===== src/rtl/alu_resp_unit.sv =====
// alu_resp_unit: handshaked ALU responder. Each accepted request is computed
// combinationally, and its full result is pushed into an in-order queue of
// DEPTH entries. The queue head is presented on the rsp_* port. The unit also
// keeps sticky flags and a running count of accepted operations.
module alu_resp_unit #(
    parameter int WIDTH = 4,
    parameter int DEPTH = 2,
    parameter int CNT_W = 8
) (
    input  logic             clk,
    input  logic             rst,
    input  logic             req_valid,
    output logic             req_ready,
    input  logic [WIDTH-1:0] req_a,
    input  logic [WIDTH-1:0] req_b,
    input  logic [1:0]       req_sel,
    output logic             rsp_valid,
    input  logic             rsp_ready,
    output logic [WIDTH-1:0] rsp_y,
    output logic [WIDTH:0]   rsp_full,
    output logic             rsp_zero,
    output logic             rsp_neg,
    output logic             rsp_carry,
    output logic             sticky_zero,
    output logic             sticky_neg,
    output logic             sticky_carry,
    input  logic             clr_sticky,
    output logic [CNT_W-1:0] op_count
);

    localparam int PTR_W = (DEPTH > 1) ? $clog2(DEPTH) : 1;
    localparam int CQ_W  = $clog2(DEPTH + 1);

    // Full WIDTH+1 bit result. Subtraction is a + ~b + 1, so the carry-out
    // means "no borrow". Logic ops never produce a carry.
    function automatic logic [WIDTH:0] alu_full(input logic [WIDTH-1:0] a,
                                                input logic [WIDTH-1:0] b,
                                                input logic [1:0]       sel);
        logic [WIDTH:0] one;
        one = {{WIDTH{1'b0}}, 1'b1};
        case (sel)
            2'b00:   alu_full = {1'b0, a} + {1'b0, b};
            2'b01:   alu_full = {1'b0, a} + {1'b0, ~b} + one;
            2'b10:   alu_full = {1'b0, a & b};
            default: alu_full = {1'b0, a | b};
        endcase
    endfunction

    // Flags derived from a full result, packed as {zero, neg, carry}.
    function automatic logic [2:0] alu_flags(input logic [WIDTH:0] full);
        alu_flags = {(full[WIDTH-1:0] == '0), full[WIDTH-1], full[WIDTH]};
    endfunction

    // ---- stage p0: combinational compute on the request port ----
    logic [WIDTH:0] full_p0;
    logic [2:0]     flags_p0;
    logic           acc_p0;
    logic           pop_p1;

    assign full_p0  = alu_full(req_a, req_b, req_sel);
    assign flags_p0 = alu_flags(full_p0);
    assign acc_p0   = req_valid && req_ready;

    // ---- stage p1: result queue and status registers ----
    logic [WIDTH:0]   q_full_p1 [DEPTH];
    logic [PTR_W-1:0] wr_ptr_p1;
    logic [PTR_W-1:0] rd_ptr_p1;
    logic [CQ_W-1:0]  count_p1;
    logic [WIDTH:0]   last_full_p1;

    assign pop_p1    = rsp_valid && rsp_ready;
    assign rsp_valid = (count_p1 != '0);
    assign req_ready = (count_p1 != CQ_W'(DEPTH));

    // Queue storage is data only; it needs no reset because count gates it.
    always_ff @(posedge clk) begin
        if (acc_p0) q_full_p1[wr_ptr_p1] <= full_p0;
    end

    // Pointers, occupancy and the held-last-result register.
    always_ff @(posedge clk) begin
        if (rst) begin
            wr_ptr_p1    <= '0;
            rd_ptr_p1    <= '0;
            count_p1     <= '0;
            last_full_p1 <= '0;
        end else begin
            if (acc_p0) wr_ptr_p1 <= wr_ptr_p1 + PTR_W'(1);
            if (pop_p1) begin
                rd_ptr_p1    <= rd_ptr_p1 + PTR_W'(1);
                last_full_p1 <= q_full_p1[rd_ptr_p1];
            end
            case ({acc_p0, pop_p1})
                2'b10:   count_p1 <= count_p1 + CQ_W'(1);
                2'b01:   count_p1 <= count_p1 - CQ_W'(1);
                default: count_p1 <= count_p1;
            endcase
        end
    end

    // Sticky flags: a clear applies before OR-ing in a same-edge accept.
    always_ff @(posedge clk) begin
        if (rst) begin
            {sticky_zero, sticky_neg, sticky_carry} <= 3'b000;
        end else if (acc_p0) begin
            {sticky_zero, sticky_neg, sticky_carry} <=
                (clr_sticky ? 3'b000 : {sticky_zero, sticky_neg, sticky_carry}) | flags_p0;
        end else if (clr_sticky) begin
            {sticky_zero, sticky_neg, sticky_carry} <= 3'b000;
        end
    end

    // Accepted-operation counter, wraps naturally.
    always_ff @(posedge clk) begin
        if (rst)         op_count <= '0;
        else if (acc_p0) op_count <= op_count + CNT_W'(1);
    end

    // Head of queue while non-empty, otherwise the last delivered result.
    assign rsp_full  = rsp_valid ? q_full_p1[rd_ptr_p1] : last_full_p1;
    assign rsp_y     = rsp_full[WIDTH-1:0];
    assign rsp_zero  = (rsp_y == '0);
    assign rsp_neg   = rsp_y[WIDTH-1];
    assign rsp_carry = rsp_full[WIDTH];

endmodule


===== config.mk =====
export PLATFORM = sky130hd
export DESIGN_NAME = alu_resp_unit
export DESIGN_NICKNAME = d
export VERILOG_FILES = /design/src/rtl/alu_resp_unit.sv
export SDC_FILE = /design/constraint.sdc
export NUM_CORES = 1
export LEC_CHECK = 0
export BUFFER_PORTS_ARGS = -buffer_cell sky130_fd_sc_hd__buf_2
export CORE_ASPECT_RATIO = 0.75
export CORE_MARGIN = 4
export CORE_UTILIZATION = 38
export DETAILED_ROUTE_END_ITERATION = 7
export PLACE_DENSITY = 0.69
export SYNTH_ARGS = -nofsm -noshare
export SYNTH_HDL_FRONTEND = slang
export SYNTH_SLANG_ARGS = --single-unit

===== constraint.sdc =====
create_clock -name clk -period 3 [get_ports clk]
set_input_delay 0.3 -clock clk [delete_from_list [all_inputs] [get_ports clk]]
set_output_delay 0.3 -clock clk [all_outputs]
set_load 0.01 [all_outputs]

# Word-level counts from Yosys, hierarchy flattened

Memories as Yosys holds them, arrays and structs flattened. A register that Yosys moved wholly into a read port is not among the register bits.
Cells that the tools add are included.

Register bits after elaboration: 20
Bits in latches: 0
Bits in writable memories: 10
Memory bits (read-only): 0
Input port bits: 15
Output and inout port bits: 25
Logic and storage cells: 46
Memories: 1

Memory list:

| memory    | words | width | rd ports | clocked after Yosys merged registers in | write ports | RTL line | source |
|---|---|---|---|---|---|---|---|
| q_full_p1 | 2     | 5     | 1        | 1                                       | 1           | 65       | `logic [WIDTH:0] q_full_p1 [DEPTH];` |

Add/sub/neg operators: 8
$mul: 0
Div/mod/pow operators: 0
Magnitude comparators: 0
Eq/ne operators: 5
Shift-type cells: 0
Multiplexer cells: 12
Bitwise logic cells: 4
Reduce and logical (&&, ||, !) cells: 8

Operators with widths:

| cell                                             | count |
|---|---|
| case mux 5 bit (3 select lines)                  | 1 |
| adder 4 x 4 -> 5 bit                             | 2 |
| adder 8 x 1 -> 8 bit, second input constant      | 1 |
| logical NOT 4 bit                                | 2 |
| 2-to-1 mux 1 bit                                 | 8 |
| nonzero test 2 bit                               | 3 |
| adder 5 x 1 -> 5 bit, second input constant      | 1 |
| 2-to-1 mux 5 bit                                 | 1 |
| bitwise AND 4 bit                                | 1 |
| == test 2 x 1 -> 1 bit, second input constant    | 2 |
| == test 2 bit, second input constant             | 2 |
| NOT 4 bit                                        | 1 |
| bitwise OR 4 bit                                 | 1 |
| case mux 2 bit (2 select lines)                  | 1 |
| 2-to-1 mux 3 bit                                 | 1 |
| bitwise OR 3 bit                                 | 1 |
| adder 1 bit, second input constant               | 2 |
| adder 2 x 1 -> 2 bit, second input constant      | 1 |
| logical AND 1 bit                                | 2 |
| logical NOT 2 bit                                | 1 |
| inequality test 2 bit, second input constant     | 1 |
| subtractor 2 x 1 -> 2 bit, second input constant | 1 |

# Longest topological paths before layout

Gate-level depths: netlist of run 1.

Depth after elaboration: 7
Gate-level depth with buffers: 8
Mapped depth without buffers: 8

# Worst setup path after synthesis of run 1

Ideal clock, no wire load.

Kind: input to register
From: input req_a[0]
To: register sticky_zero
Library setup time: 69 ps
Data arrival time: 2068 ps
Required time: 2931 ps
Slack: 863 ps
Cell stages on the path: 7
Path buffers: 0
Cells stage by stage: inv_1 ha_1 fa_1 inv_1 mux4_2 or4b_1 o21ai_1

Longest elaborated chain between the ends: 6
Elaborated cells on any way between the ends: 9
Classes of those cells: add/sub: 3; mux: 2; bitwise: 3; reduce/logical: 1

Ends and longest elaborated chain:

| element                             | RTL line | source |
|---|---|---|
| start, declared                     | 14       | `input logic [WIDTH-1:0] req_a,` |
| adder 4 x 4 -> 5 bit                | 43       | `2'b01: alu_full = {1'b0, a} + {1'b0, ~b} + one;` |
| adder 5 x 1 -> 5 bit                | 43       |  |
| case mux 5 bit (3 select lines) (*) | 41       | `case (sel)` |
| net full_p0[1]                      | 55       | `logic [WIDTH:0] full_p0;` |
| logical NOT 4 bit (*)               | 51       | `alu_flags = {(full[WIDTH-1:0] == '0), full[WIDTH-1], full[WIDTH]};` |
| bitwise OR 3 bit (*)                | 107      | `(clr_sticky ? 3'b000 : {sticky_zero, sticky_neg, sticky_carry}) \| flags_p0;` |
| 2-to-1 mux 1 bit (*)                | 105      | `end else if (acc_p0) begin` |
| end signal, assigned                | 106      | `{sticky_zero, sticky_neg, sticky_carry} <=` |
| end, declared                       | 24       | `output logic sticky_zero,` |

Mark *: on every way through the listed nets, which the timed path passes. The rest lies on a longest branch.
A chain may end at the register's enable or synchronous reset.

# Worst setup path in the final report of run 1

Ends and elaborated chain as after synthesis.

==> impl_metrics.env, run 1 <==
export IMPL_outcome="complete, no violations"
export IMPL_place_area_mm2=0.001903
export IMPL_wirelength_um=3177
export IMPL_syn_nets=209
export IMPL_startpoint_type="input pin"
export IMPL_ys_async_sr_fraction_pct=0
export IMPL_setup_tns_ns=0
export IMPL_initial_utilization_pct=41.07
export IMPL_synth_edff_count=10
export IMPL_cp_required_ns=3.21
export IMPL_route_detailed_wl_per_inst_um=11.94
export IMPL_leakage_nw=0.8930
export IMPL_viasPerCell=4.831
export IMPL_period_share_pct=68.55
export IMPL_first_pass_iters=4
export IMPL_maxSlewViolCount=0
export IMPL_grt_max_degree=23
export IMPL_grt_use_met3_pct=3.585
export IMPL_grt_usage_pct=12.60
export IMPL_ys_flop_type="dfxtp_1"
export IMPL_die_y_um=66.55
export IMPL_grt_pass1_vias=1209
export IMPL_clock_sinks=31
export IMPL_numPortBuffers=39
export IMPL_place_hpwl_um=2430
export IMPL_syn_area_per_cell_um2=9.757
export IMPL_clock_latency_ns=0.27
export IMPL_cts_resized=0
export IMPL_skew_ns=0.004466
export IMPL_ant_nets=0
export IMPL_drc=0
export IMPL_rsz0062_at_grt="no"
export IMPL_finish_net_count=241
export IMPL_tightest_slew_ns=0.4284
export IMPL_netlist_instances=178
export IMPL_maxCapViolations=0
export IMPL_worstPathCellList="buf_2 > inv_1 > ha_1 > fa_1 > inv_1 > mux4_2 > or4b_1 > o21ai_1"
export IMPL_cp_end_kind="flip-flop"
export IMPL_root_buffer="clkbuf_8"
export IMPL_r2r_start="count_p1[0]"
export IMPL_grt_pass1_wl_um=5595
export IMPL_critPathSlowestCell="fa_1"
export IMPL_drive_gt1_share_pct=24.64
export IMPL_hold_viol_final=0
export IMPL_yosysUniqueCellTypes=41
export IMPL_synth_area_mm2=0.001737
export IMPL_hp_class="in2reg"
export IMPL_crit_start="req_a[0]"
export IMPL_use_met2_pct=19.71
export IMPL_r2r_setup_slack_ns=0.96
export IMPL_met1_usage_pct=16.26
export IMPL_netlist_top_cells_count="26 x nor2_1, 21 x dfxtp_1, 14 x ha_1, 12 x a21oi_1, 12 x inv_1"
export IMPL_die_w_um=86.06
export IMPL_cts_made_buffers=5
export IMPL_yosys_register_bits=31
export IMPL_die_area_mm2=0.005727
export IMPL_crit_fanout=3
export IMPL_seq_area_frac_synth_pct=41.50
export IMPL_dp_cells=258
export IMPL_num_vias=1285
export IMPL_clkTransAtPathRegs_ns=0.06
export IMPL_overflow=0
export IMPL_relSlewSlack_pct=71.34
export IMPL_area_delta_synth_final_pct=14.26
export IMPL_drtIter0Drc=48
export IMPL_busiest_layer="met2"
export IMPL_synth_top_area_share_pct=24.21
export IMPL_synth_area_leaders="dfxtp_1 24%, edfxtp_1 17%, ha_1 10%"
export IMPL_r2r_end="count_p1[1]"
export IMPL_n_antenna_cell=0
export IMPL_fmax_ghz=0.4863
export IMPL_utilization_pct=46.92
export IMPL_power_density_mw_per_mm2=797.8
export IMPL_antenna_found_initial=0
export IMPL_postCtsHoldBufs=0
export IMPL_gp_congestion=0.7460
export IMPL_final_area_mm2=0.001984
export IMPL_io_pins=40
export IMPL_cts_post_setup_buffers_inserted=0
export IMPL_synth_top_area_cell="dfxtp_1"
export IMPL_cpPeakStageDelay_ns=0.48
export IMPL_rows=20
export IMPL_cp_common_cell="inv_1"
export IMPL_ir_drop_mv=0.5395
export IMPL_core_mm2=0.004229
export IMPL_worstSetupEndpoint="sticky_zero"
export IMPL_r2r_cells=5
export IMPL_yosysMostFrequentCell="nor2_1"
export IMPL_final_cells=266
export IMPL_fin_crit_ns=2.056
export IMPL_criticalPathCategory="in2reg"
export IMPL_arrival_ns=2.27
export IMPL_yosysWarnings=0
export IMPL_whs_ns=0.3244
export IMPL_cts_tree="yes"
export IMPL_cts_max_level=2
export IMPL_setup_viol=0
export IMPL_cts_buffer_depth=2
==> power breakdown <==
part,internal [mW],switching [mW],total [mW]
logic,0.293,0.404,0.697
clock network,0.159,0.143,0.302
registers,0.527,0.0573,0.584
total,0.979,0.604,1.58
==> critical path, delay by kind of cell <==
| kind | cells | cell delay, ns |
|---|---|---|
| and+or+nand+nor | 1 | 0.47 |
| AOI/OAI and AO/OA | 1 | 0.13 |
| buffers and inverters | 3 | 0.19 |
| muxes | 1 | 0.48 |
| adders and majority gates | 2 | 0.70 |
==> metrics by stage <==
stage / total power, mW / setup WS (ns)
2_1_floorplan: 1.168 / 0.8633
3_3_place_gp: 1.288 / 0.7138
6_report: 1.583 / 0.9435
4_1_cts: 1.604 / 0.9366
5_1_grt: 1.716 / 0.7793
3_5_place_dp: 1.297 / 0.6511
==> how the worst min path moves through the flow <==
stage / depth (start not counted) / start / slack [ns] / to
after global routing: 4 / clr_sticky / 0.34 / sticky_zero
after detailed placement: 2 / sticky_zero / 0.46 / sticky_zero
after global placement: 2 / sticky_zero / 0.44 / sticky_zero
after floorplan: 3 / clr_sticky / 0.47 / sticky_zero
final: 4 / clr_sticky / 0.32 / sticky_zero
after CTS: 4 / clr_sticky / 0.32 / sticky_zero
==> layer usage <==
layer	up-vias	wire length (um)
met5	-	0
met4	0	63
met3	7	163
met2	29	1406
met1	580	1543
li1	669	-
==> cell type report <==
type | instances | area (um^2)
Timing Repair Buffer | 39 | 195.2
Tap cell | 55 | 68.82
Clock inverter | 2 | 8.758
Fill cell | 419 | 2245
Clock buffer | 6 | 72.57
Sequential cell | 31 | 720.7
Multi-Input combinational cell | 120 | 869.6
Inverter | 13 | 48.80
==> cells by family after synthesis <==
family	Yosys count	share of synthesized area, %
AO/OA/AOI/OAI	31	11.38
XOR/XNOR	11	5.547
adder cells (fa/ha/maj)	16	12.39
buffers and inverters	27	8.428
flip-flops	31	41.50
multiplexers	8	5.403
AND/OR/NAND/NOR	54	15.35
==> placed cells by master, fill, tap and decap left out, types with 3 or more instances in the layout <==
cell,count
a211oi_1,7
a21oi_1,12
and3_1,3
buf_2,39
clkbuf_8,5
dfxtp_1,21
edfxtp_1,10
ha_1,14
inv_1,12
mux2i_1,6
nand2_1,9
nor2_1,26
o21ai_0,3
xnor2_1,5
xor2_1,6
==> state kept, by name, summed over array words and instances, names as in the netlist, named ones only <==
name and flops:
q_full_p1 10, sticky_carry 1, rd_ptr_p1 1, wr_ptr_p1 1
count_p1 2, last_full_p1 5, sticky_neg 1, sticky_zero 1
op_count 8
Note: power is estimated with default switching activity, not from simulation.
==> run 2, diff against run 1 <==
- ABC_AREA: default -> 1
- PLACE_DENSITY: 0.69 -> 0.68
- clock period: 3 -> 1.9 ns (I/O delays scaled with it)
==> impl_metrics.env, run 2 <==
export IMPL_largest_register_ff_count=10
export IMPL_grt_pass1_vias=1411
export IMPL_syn_area_per_cell_um2=7.738
export IMPL_rows=21
export IMPL_cts_max_level=2
export IMPL_skew_ns=0.002002
export IMPL_cts_made_buffers=5
export IMPL_cts_tree="yes"
export IMPL_crit_fanout=6
export IMPL_arrival_ns=1.55
export IMPL_final_cell_mix="47 x nand2_1, 39 x buf_2, 35 x inv_1"
export IMPL_hold_viol_final=0
export IMPL_whs_ns=0.1949
export IMPL_drtIter0Drc=85
export IMPL_critPathSlowestCell="dfxtp_1"
export IMPL_fin_crit_ns=1.738
export IMPL_clock_sinks=31
export IMPL_yosysUniqueCellTypes=32
export IMPL_criticalPathCategory="reg2out"
export IMPL_seqPwrFrac_pct=40.5
export IMPL_synth_xor_area_share_pct=0
export IMPL_finalPower_mw=2.114
export IMPL_cts_buffer_depth=2
export IMPL_final_cells=327
export IMPL_synth_area_mux_share_pct=1.666
export IMPL_drc=0
export IMPL_n_antenna_cell=0
export IMPL_grt_pass1_wl_um=6230
export IMPL_antenna_found_initial=0
export IMPL_gp_congestion=0.8432
export IMPL_setup_viol=0
export IMPL_syn_nets=264
export IMPL_viasPerCell=4.734
export IMPL_maxSlewViolCount=0
export IMPL_leakage_nw=1.017
export IMPL_cts_resized=0
export IMPL_overflow=0
export IMPL_relSlewSlack_pct=68.27
export IMPL_num_vias=1548
export IMPL_synth_top_area_cell="dfxtp_1"
export IMPL_wirelength_um=3534
export IMPL_hp_class="in2reg"
export IMPL_maxCapViolations=0
export IMPL_dp_cells=319
export IMPL_r2r_cells=10
export IMPL_ant_nets=0
export IMPL_yosysWarnings=0
export IMPL_synth_compound_area_share_pct=12.07
export IMPL_p_int_mw=1.381
export IMPL_yosys_register_bits=31
export IMPL_utilization_pct=46.76
export IMPL_hold_end="sticky_neg"
export IMPL_cp_required_ns=1.71
export IMPL_r2r_end="count_p1[1]"
export IMPL_die_area_mm2=0.005922
export IMPL_top_register="q_full_p1"
export IMPL_period_share_pct=91.50
export IMPL_io_pins=40
export IMPL_finish_net_count=300
export IMPL_combPwrFrac_pct=32.9
export IMPL_clkTransAtPathRegs_ns=0.06
export IMPL_netlist_instances=233
export IMPL_synth_top_area_share_pct=23.32
export IMPL_die_y_um=67.66
export IMPL_r2r_start="count_p1[0]"
export IMPL_synth_area_leaders="dfxtp_1 23%, edfxtp_1 17%, nand2_1 9.8%"
export IMPL_cpPeakStageDelay_ns=0.46
export IMPL_yosysMostFrequentCell="nand2_1"
export IMPL_cp_common_cell="nand2_1"
export IMPL_ys_flop_type="dfxtp_1"
export IMPL_p_clk_share_pct=26.6
export IMPL_fmax_ghz=0.5752
export IMPL_rsz0062_at_grt="no"
export IMPL_netlist_top_cells_count="47 x nand2_1, 35 x inv_1, 23 x nor2_1, 21 x dfxtp_1, 15 x a21oi_1"
export IMPL_cp_end_kind="primary output"
export IMPL_cts_post_setup_buffers_inserted=0
export IMPL_synth_area_mm2=0.001803
export IMPL_power_density_mw_per_mm2=1000
export IMPL_grt_max_degree=12
export IMPL_worstHoldPathCells=4
export IMPL_r2r_setup_slack_ns=0.21
export IMPL_synth_fa_ha_area_share_pct=11.94
export IMPL_seq_area_frac_synth_pct=39.97
export IMPL_critPathTopFamily="flip-flops"
export IMPL_drive_gt1_share_pct=21.11
export IMPL_synth_edff_count=10
export IMPL_core_mm2=0.004519
export IMPL_clock_latency_ns=0.28
export IMPL_final_common_cell="nand2_1"
export IMPL_numPortBuffers=39
export IMPL_holdCritStartpoint="clr_sticky"
export IMPL_top_regs="q_full_p1 x10, op_count x8, last_full_p1 x5"
export IMPL_first_pass_iters=4
export IMPL_ir_drop_mv=0.5186
export IMPL_root_buffer="clkbuf_8"
export IMPL_die_w_um=87.54
export IMPL_outcome="complete, no violations"
export IMPL_swShare_pct=34.67
export IMPL_startpoint_type="flip-flop"
export IMPL_initial_utilization_pct=39.89
export IMPL_grt_usage_pct=13.45
export IMPL_route_detailed_wl_per_inst_um=10.81
export IMPL_synthSimpleGateAreaFrac_pct=22.55
export IMPL_tightest_slew_ns=0.4742
export IMPL_p_switching_uw=732.8
export IMPL_setup_tns_ns=0
export IMPL_synth_top_family_by_area="simple AND/OR/NAND/NOR gates"
export IMPL_postCtsHoldBufs=0
export IMPL_ys_async_sr_fraction_pct=0
export IMPL_place_hpwl_um=2802
export IMPL_crit_buf_inv=2
export IMPL_area_delta_synth_final_pct=17.21
export IMPL_worstPathCellList="inv_1 > nand2_1 > nand2_1 > nand2_1 > o21ai_0 > nor4_1 > buf_2"
run 2: worst min-delay path: cells and delay by family:
kind	cells	cell delay (ns)
AO/OA/AOI/OAI	1	0.05
buffers and inverters	2	0.13
AND/OR/NAND/NOR	1	0.05
run 2: cell type report:
| cell class | instances | area [um^2] |
|---|---|---|
| fill | 472 | 2406 |
| multi-input combinational | 152 | 874.6 |
| sequential | 31 | 721.9 |
| timing repair buffer | 39 | 195.2 |
| inverter | 40 | 150.1 |
| clock buffer | 8 | 100.1 |
| tap | 57 | 71.32 |
run 2: kinds of logic after synthesis:
| group | count (synthesis) |
|---|---|
| adder cells (fa/ha/maj) | 16 |
| multiplexers | 3 |
| flip-flops | 31 |
| AND/OR/NAND/NOR | 93 |
| AO/OA/AOI/OAI | 40 |
| buffers and inverters | 50 |
run 2: metrics by stage:
stage | cell area (um^2) | worst slack [ns]
global placement | 2007 | 0.1519
finish | 2113 | 0.1616
floorplan | 1803 | 0.2921
CTS | 2107 | 0.07534
global route | 2113 | 0.01305
detailed placement | 2007 | 0.1039
run 2: power by group through the flow:
stage	Combinational, mW	Clock (mW)	Sequential [mW]
2_1_floorplan	0.548	0	0.849
3_3_place_gp	0.689	0	0.861
3_5_place_dp	0.701	0	0.864
4_1_cts	0.702	0.584	0.849
5_1_grt	0.791	0.612	0.868
6_report	0.695	0.563	0.855
run 2: worst max-delay path by stage:
stage	start	to	slack, ns	cells past startpoint
after floorplan	count_p1[0]	count_p1[1]	0.29	10
final	flip-flop	rsp_zero	0.16	7
after detailed placement	count_p1[0]	count_p1[1]	0.10	10
after global placement	count_p1[0]	count_p1[1]	0.15	10
after CTS	count_p1[0]	rsp_zero	0.08	6
after global routing	count_p1[0]	count_p1[1]	0.01	10
run 2: per-layer routing:
layer	share of wire, %	GRT usage [%]	up-vias	wire length, um
li1	-	-	821	-
met1	51	17.85	675	1786
met2	41	20.68	45	1465
met3	6.2	3.780	7	219
met4	1.8	5.364	0	63
met5	0	0	-	0
